## src/rtl/aznable_timer_pkg.sv

```systemverilog
// Shared definitions for the timer alarm unit: register map, CTRL bit
// positions, FSM encoding and the CPU bus request bundle.
package aznable_timer_pkg;

    localparam int CNT_W = 16;

    // Register addresses
    localparam logic [2:0] ADDR_CTRL    = 3'd0;
    localparam logic [2:0] ADDR_STATUS  = 3'd1;
    localparam logic [2:0] ADDR_INT_LO  = 3'd2;
    localparam logic [2:0] ADDR_INT_HI  = 3'd3;
    localparam logic [2:0] ADDR_SNAP_LO = 3'd4;
    localparam logic [2:0] ADDR_SNAP_HI = 3'd5;

    // CTRL bit indices
    localparam int CTRL_EN  = 0;
    localparam int CTRL_PER = 1;
    localparam int CTRL_IRQ = 2;

    typedef enum logic [1:0] {
        IDLE  = 2'd0,
        ARM   = 2'd1,
        ARMED = 2'd2
    } state_t;

    typedef struct packed {
        logic [2:0] addr;
        logic [7:0] din;
        logic       wr;
        logic       rd;
    } bus_req_t;

    // An interval of zero would never match again after arming; run it as 1.
    function automatic logic [CNT_W-1:0] eff_interval(input logic [CNT_W-1:0] iv);
        return (iv == '0) ? {{(CNT_W-1){1'b0}}, 1'b1} : iv;
    endfunction

endpackage

```

## src/rtl/timer_alarm_regs.sv

```systemverilog
// CPU-facing register block: write decode, CTRL/interval storage,
// registered read mux and the tear-free counter snapshot latch.
module timer_alarm_regs
    import aznable_timer_pkg::*;
#(
    parameter logic [15:0] DEFAULT_INTERVAL = 16'd1000
) (
    input  logic        clk,
    input  logic        reset,
    input  logic [15:0] counter,
    input  logic [2:0]  addr,
    input  logic [7:0]  din,
    input  logic        wr,
    input  logic        rd,
    input  logic        fired,
    input  logic        clr_enable,
    output logic [7:0]  dout,
    output logic        enable,
    output logic        periodic,
    output logic        irq_en,
    output logic [15:0] interval,
    output logic        ctrl_en_wr,
    output logic        ctrl_dis_wr,
    output logic        inthi_wr,
    output logic        status_clr
);

    bus_req_t   req;
    logic       ctrl_wr;
    logic [7:0] staging;
    logic [7:0] snap;
    logic [7:0] rdata;

    assign req         = '{addr: addr, din: din, wr: wr, rd: rd};
    assign ctrl_wr     = req.wr && (req.addr == ADDR_CTRL);
    assign ctrl_en_wr  = ctrl_wr &&  req.din[CTRL_EN];
    assign ctrl_dis_wr = ctrl_wr && !req.din[CTRL_EN];
    assign inthi_wr    = req.wr && (req.addr == ADDR_INT_HI);
    assign status_clr  = req.wr && (req.addr == ADDR_STATUS) && req.din[0];

    // CTRL register; a one-shot fire drops enable unless the CPU writes CTRL
    always_ff @(posedge clk) begin
        if (reset) begin
            enable   <= 1'b0;
            periodic <= 1'b0;
            irq_en   <= 1'b0;
        end else if (ctrl_wr) begin
            enable   <= req.din[CTRL_EN];
            periodic <= req.din[CTRL_PER];
            irq_en   <= req.din[CTRL_IRQ];
        end else if (clr_enable) begin
            enable   <= 1'b0;
        end
    end

    // Interval is written as two bytes; the high byte write commits both
    always_ff @(posedge clk) begin
        if (reset) begin
            staging  <= 8'd0;
            interval <= DEFAULT_INTERVAL;
        end else if (req.wr && (req.addr == ADDR_INT_LO)) begin
            staging  <= req.din;
        end else if (inthi_wr) begin
            interval <= {req.din, staging};
        end
    end

    // Read mux; INT_LO/INT_HI read back the staged byte and committed high byte
    always_comb begin
        rdata = 8'd0;
        case (req.addr)
            ADDR_CTRL:    rdata = {5'd0, irq_en, periodic, enable};
            ADDR_STATUS:  rdata = {7'd0, fired};
            ADDR_INT_LO:  rdata = staging;
            ADDR_INT_HI:  rdata = interval[15:8];
            ADDR_SNAP_LO: rdata = counter[7:0];
            ADDR_SNAP_HI: rdata = snap;
            default:      rdata = 8'd0;
        endcase
    end

    // Registered read data; reading SNAP_LO freezes the high byte for SNAP_HI
    always_ff @(posedge clk) begin
        if (reset) begin
            dout <= 8'd0;
            snap <= 8'd0;
        end else if (req.rd) begin
            dout <= rdata;
            if (req.addr == ADDR_SNAP_LO) snap <= counter[15:8];
        end
    end

endmodule

```

## src/rtl/timer_alarm.sv

```systemverilog
// Alarm/interval unit on top of the free-running tick counter: tick/jump
// detection, arm/compare FSM, fired flag and level IRQ.
module timer_alarm
    import aznable_timer_pkg::*;
#(
    parameter int          COUNTER_WIDTH    = 16,
    parameter logic [15:0] DEFAULT_INTERVAL = 16'd1000
) (
    input  logic                     clk,
    input  logic                     reset,
    input  logic [COUNTER_WIDTH-1:0] counter,
    input  logic [2:0]               addr,
    input  logic [7:0]               din,
    input  logic                     wr,
    input  logic                     rd,
    output logic [7:0]               dout,
    output logic                     irq
);

    state_t      state, state_d;
    logic [15:0] prev_counter;
    logic [15:0] deadline, deadline_d;
    logic [15:0] interval, eff;
    logic        enable, periodic, irq_en;
    logic        ctrl_en_wr, ctrl_dis_wr, inthi_wr, status_clr;
    logic        fired, fire, clr_enable;
    logic        tick, jump, restart;

    timer_alarm_regs #(.DEFAULT_INTERVAL(DEFAULT_INTERVAL)) u_regs (
        .clk         (clk),
        .reset       (reset),
        .counter     (counter),
        .addr        (addr),
        .din         (din),
        .wr          (wr),
        .rd          (rd),
        .fired       (fired),
        .clr_enable  (clr_enable),
        .dout        (dout),
        .enable      (enable),
        .periodic    (periodic),
        .irq_en      (irq_en),
        .interval    (interval),
        .ctrl_en_wr  (ctrl_en_wr),
        .ctrl_dis_wr (ctrl_dis_wr),
        .inthi_wr    (inthi_wr),
        .status_clr  (status_clr)
    );

    assign eff  = eff_interval(interval);
    assign tick = (counter == 16'(prev_counter + 16'd1));
    assign jump = (counter != prev_counter) && !tick;

    // Restarts only matter once an alarm is in flight; an INT_HI write in IDLE
    // just updates the interval.
    assign restart = ctrl_en_wr || (inthi_wr && (state != IDLE));

    // Any CTRL or INT_HI write on the match cycle pre-empts the fire: a
    // disable must win, and a restart re-bases the deadline anyway.
    assign fire = (state == ARMED) && tick && (counter == deadline) &&
                  !ctrl_en_wr && !ctrl_dis_wr && !inthi_wr;

    assign clr_enable = fire && !periodic;

    // State and deadline registers
    always_ff @(posedge clk) begin
        if (reset) begin
            state    <= IDLE;
            deadline <= 16'd0;
        end else begin
            state    <= state_d;
            deadline <= deadline_d;
        end
    end

    // Next-state: disable beats restart beats jump re-arm beats compare
    always_comb begin
        state_d    = state;
        deadline_d = deadline;
        if (ctrl_dis_wr) begin
            state_d = IDLE;
        end else if (restart) begin
            state_d = ARM;
        end else begin
            case (state)
                IDLE: state_d = IDLE;
                ARM: begin
                    state_d    = ARMED;
                    deadline_d = 16'(counter + eff);
                end
                ARMED: begin
                    if (jump) begin
                        state_d = ARM;
                    end else if (fire) begin
                        if (periodic) deadline_d = 16'(deadline + eff);
                        else          state_d    = IDLE;
                    end
                end
                default: state_d = IDLE;
            endcase
        end
    end

    // Fired flag: a fire on the same cycle as a STATUS clear keeps it set
    always_ff @(posedge clk) begin
        if (reset)           fired <= 1'b0;
        else if (fire)       fired <= 1'b1;
        else if (status_clr) fired <= 1'b0;
    end

    // Counter history for tick/jump detection, and registered IRQ level
    always_ff @(posedge clk) begin
        if (reset) begin
            prev_counter <= 16'd0;
            irq          <= 1'b0;
        end else begin
            prev_counter <= counter;
            irq          <= fired && irq_en;
        end
    end

    // Upstream width is fixed by the register map; enable mirrors FSM activity
    // and is only observed through CTRL reads.
    logic unused_ok;
    assign unused_ok = enable;

endmodule

```

## config.mk

```make
export PLATFORM = sky130hd
export DESIGN_NAME = timer_alarm
export DESIGN_NICKNAME = d
export VERILOG_FILES = /design/src/rtl/aznable_timer_pkg.sv /design/src/rtl/timer_alarm_regs.sv /design/src/rtl/timer_alarm.sv
export SDC_FILE = /design/constraint.sdc
export NUM_CORES = 1
export LEC_CHECK = 0
export BUFFER_PORTS_ARGS = -buffer_cell sky130_fd_sc_hd__buf_4
export CORE_MARGIN = 2
export CORE_UTILIZATION = 50
export DETAILED_ROUTE_END_ITERATION = 10
export PLACE_DENSITY = 0.8
export SETUP_SLACK_MARGIN = 0.2
export SKIP_LAST_GASP = 1
export SLEW_MARGIN = 20
export SYNTH_ARGS = -nofsm -noshare
export SYNTH_HDL_FRONTEND = slang
export SYNTH_HIERARCHICAL = 1
export SYNTH_SLANG_ARGS = --single-unit
```

## constraint.sdc

```tcl
create_clock -name clk -period 3.9 [get_ports clk]
set_input_delay 0.585 -clock clk [delete_from_list [all_inputs] [get_ports clk]]
set_output_delay 0.585 -clock clk [all_outputs]
set_load 0.1 [all_outputs]
```

==> reports/metrics.cfg <==
[timing]
drv_slew=0
setup-violations-final=0
setup_tns_ns=0
min_period_over_period_pct=88.0
fmax_mhz=291
slew_headroom_pct=44.7
fin_skew_ns=0.0187
hold_viol_final=0
period_needed_ns=3.43
worst-slew-pin-transition_ns=0.829
rsz0062_at_grt=false

[job]
max_cap_viol_count=0

[clock_tree]
cts_setup_buffers=0
cts_buffers=9
cts-root-buf=clkbuf_8
clock-sinks=79
clockBufferDepth=2
clk_latency_ns=0.37
clk_pin_slew_ns=0.10
hold_buffers=0
htreeDepth=3
ctsResizeCount=0
cts_tree=yes

[die]
die_y_um=106
core_area_mm2=0.0102
die_w_um=106
initial_core_util_pct=50.8
io_pins=40
die_area_mm2=0.0112
row_count=37

[worst_setup_path]
end_kind=flip-flop
critPathLaunchType=flip-flop
required_ns=4.18
crit_path_start=state[0]
rr_startpoint=state[0]
r2r_cells=11
arrival_ns=3.72
r2r_end=deadline[14]
rrSetupSlack_ns=0.47
crit_type=flip-flop to flip-flop
cp_max_fo=11

[cells_and_area]
diodes=0
post-route-cell-area_mm2=0.00562
layout_common_cells=dfxtp_1 (79), nand2_1 (68), buf_4 (43)
drive_gt1_share_pct=17.0
nets=665
area_delta_synth_final_pct=8.71
layout_commonest_cell=dfxtp_1

[routing]
via_per_inst=6.03
avgRoutedWirePerCell_um=18.4
dr.pass1.iters=5
vias=4553
drtIter0Drc=330
drc=0
ant_nets=0
totalWireLength_um=13900

[yosys]
synth_edf_count=0
syn-cell-area_mm2=0.00517
yosysSeqAreaShare_pct=30.6
synth-main-ff-cell=dfxtp_1
yosysUniqueCellTypes=72
avgSynthCellArea_um2=8.63
yosys.area.top_type=dfxtp_1
yosysWarnings=6
ys_top_cells_by_area=dfxtp_1 (31%), mux2i_1 (8.1%), nand2_1 (4.9%)
async_flop_share_pct=0
ys_ff_latch=79
synth_nets=650
yosysTopAreaCellShare_pct=30.6
synth_cells=599

[pwr]
p_leak_nw=2.31
power_density_mw_per_mm2=318
p_int_w=0.00121
pwr-share-clk_pct=32.6
seqPwrFrac_pct=47.9
netSwitchingFraction_pct=32.2
pwr-share-comb_pct=19.5
power_switching_w=0.000575
irDropWorstVdd_v=0.000150

[global_route]
antenna_found_initial=0
grt_max_degree=43
grt_usage_pct=25.6
grt_pass1_vias=4564
grt_pass1_wl_um=22700
grt.overflow.total=0

[hold_path]
min_path_type=primary input to flip-flop
min_from=din[3]
whs_path_depth=3
min_to=u_regs/staging[3]

[place]
place.gp.congestion=0.928
portBuffers=39
hpwlAfterDp_um=10500
placed_area_mm2=0.00544

[run_status]
outcome=finished, final reports clean

## cell families after synthesis
kind of cell,synth area share (%)
AO/OA/AOI/OAI,12.9
XOR/XNOR,8.13
adder cells (fa/ha/maj),4.99
multiplexers,13.2
flip-flops,30.6
AND/OR/NAND/NOR,24.5
buffers and inverters,5.71
## final cells by class
cell class,count,area (µm²)
well taps,136,170
clock buffers,9,124
multi-input cells,463,3290
repair buffers,43,323
fillers,891,4560
inverters,18,67.6
clock inverters,7,61.3
flip-flops and latches,79,1580
## metrics by stage
step / hold slack (ns) / total power, W / instances / setup slack (ns) / utilization [%]
6_report: 0.460 / 0.00179 / 755 / 0.467 / 55.2
5_1_grt: 0.453 / 0.00186 / 755 / 0.238 / 55.2
4_1_cts: 0.449 / 0.00179 / 755 / 0.521 / 55.2
3_5_place_dp: 0.463 / 0.00121 / 739 / 0.352 / 53.4
3_3_place_gp: 0.452 / 0.00121 / 739 / 0.386 / 53.4
2_1_floorplan: 0.436 / 0.00111 / 599 / 0.238 / -
## synthesized netlist by cell type (all sizes together) (17+ instances only)
cell type,instances
nand2,68
dfxtp,79
inv,17
xor2,26
nor3,19
clkbuf,26
mux2,23
a21oi,24
nor2b,25
ha,19
nor2,41
xnor2,22
mux2i,42
## routing by layer
layer	part of all wire [%]	global-route usage, %	vias up	wire [µm]
met5	0	0	-	0
met4	5.4	15.4	0	744
met3	5.1	4.89	51	701
met2	48	42.4	164	6600
met1	42	30.7	2172	5820
li1	-	-	2166	-
## registers in the layout (all words and copies together), names as in the netlist
name / cells
u_regs/staging: 8
u_regs/irq_en: 1
u_regs/dout: 8
u_regs/snap: 8
prev_counter: 16
irq: 1
deadline: 16
fired: 1
u_regs/periodic: 1
u_regs/enable: 1
state: 2
u_regs/interval: 16
## how the worst max path moves through the flow
stage | to | slack [ns]
3_5_place_dp | deadline[8] | 0.35
6_report | deadline[14] | 0.47
2_1_floorplan | deadline[15] | 0.24
4_1_cts | deadline[15] | 0.52
5_1_grt | deadline[15] | 0.24
3_3_place_gp | deadline[8] | 0.39
## critical path, cell delays in order (launching register included)
cell	delay, ns
dfxtp_1	0.32
inv_1	0.10
ha_1	0.41
buf_4	0.29
mux2_2	0.37
ha_1	0.27
or3_1	0.39
o2111ai_1	0.24
nand3_1	0.18
a2111oi_0	0.50
o31ai_1	0.14
mux2i_1	0.14
## power groups by stage
| stage | clock [W] | sequential (W) | combinational (W) |
|---|---|---|---|
| 3_3_place_gp | 0 | 0.000873 | 0.000332 |
| 5_1_grt | 0.000628 | 0.000859 | 0.000376 |
| 2_1_floorplan | 0 | 0.000894 | 0.000219 |
| 3_5_place_dp | 0 | 0.000874 | 0.000341 |
| 6_report | 0.000583 | 0.000856 | 0.000348 |
| 4_1_cts | 0.000592 | 0.000855 | 0.000343 |
(Power assumes the default switching activity.)
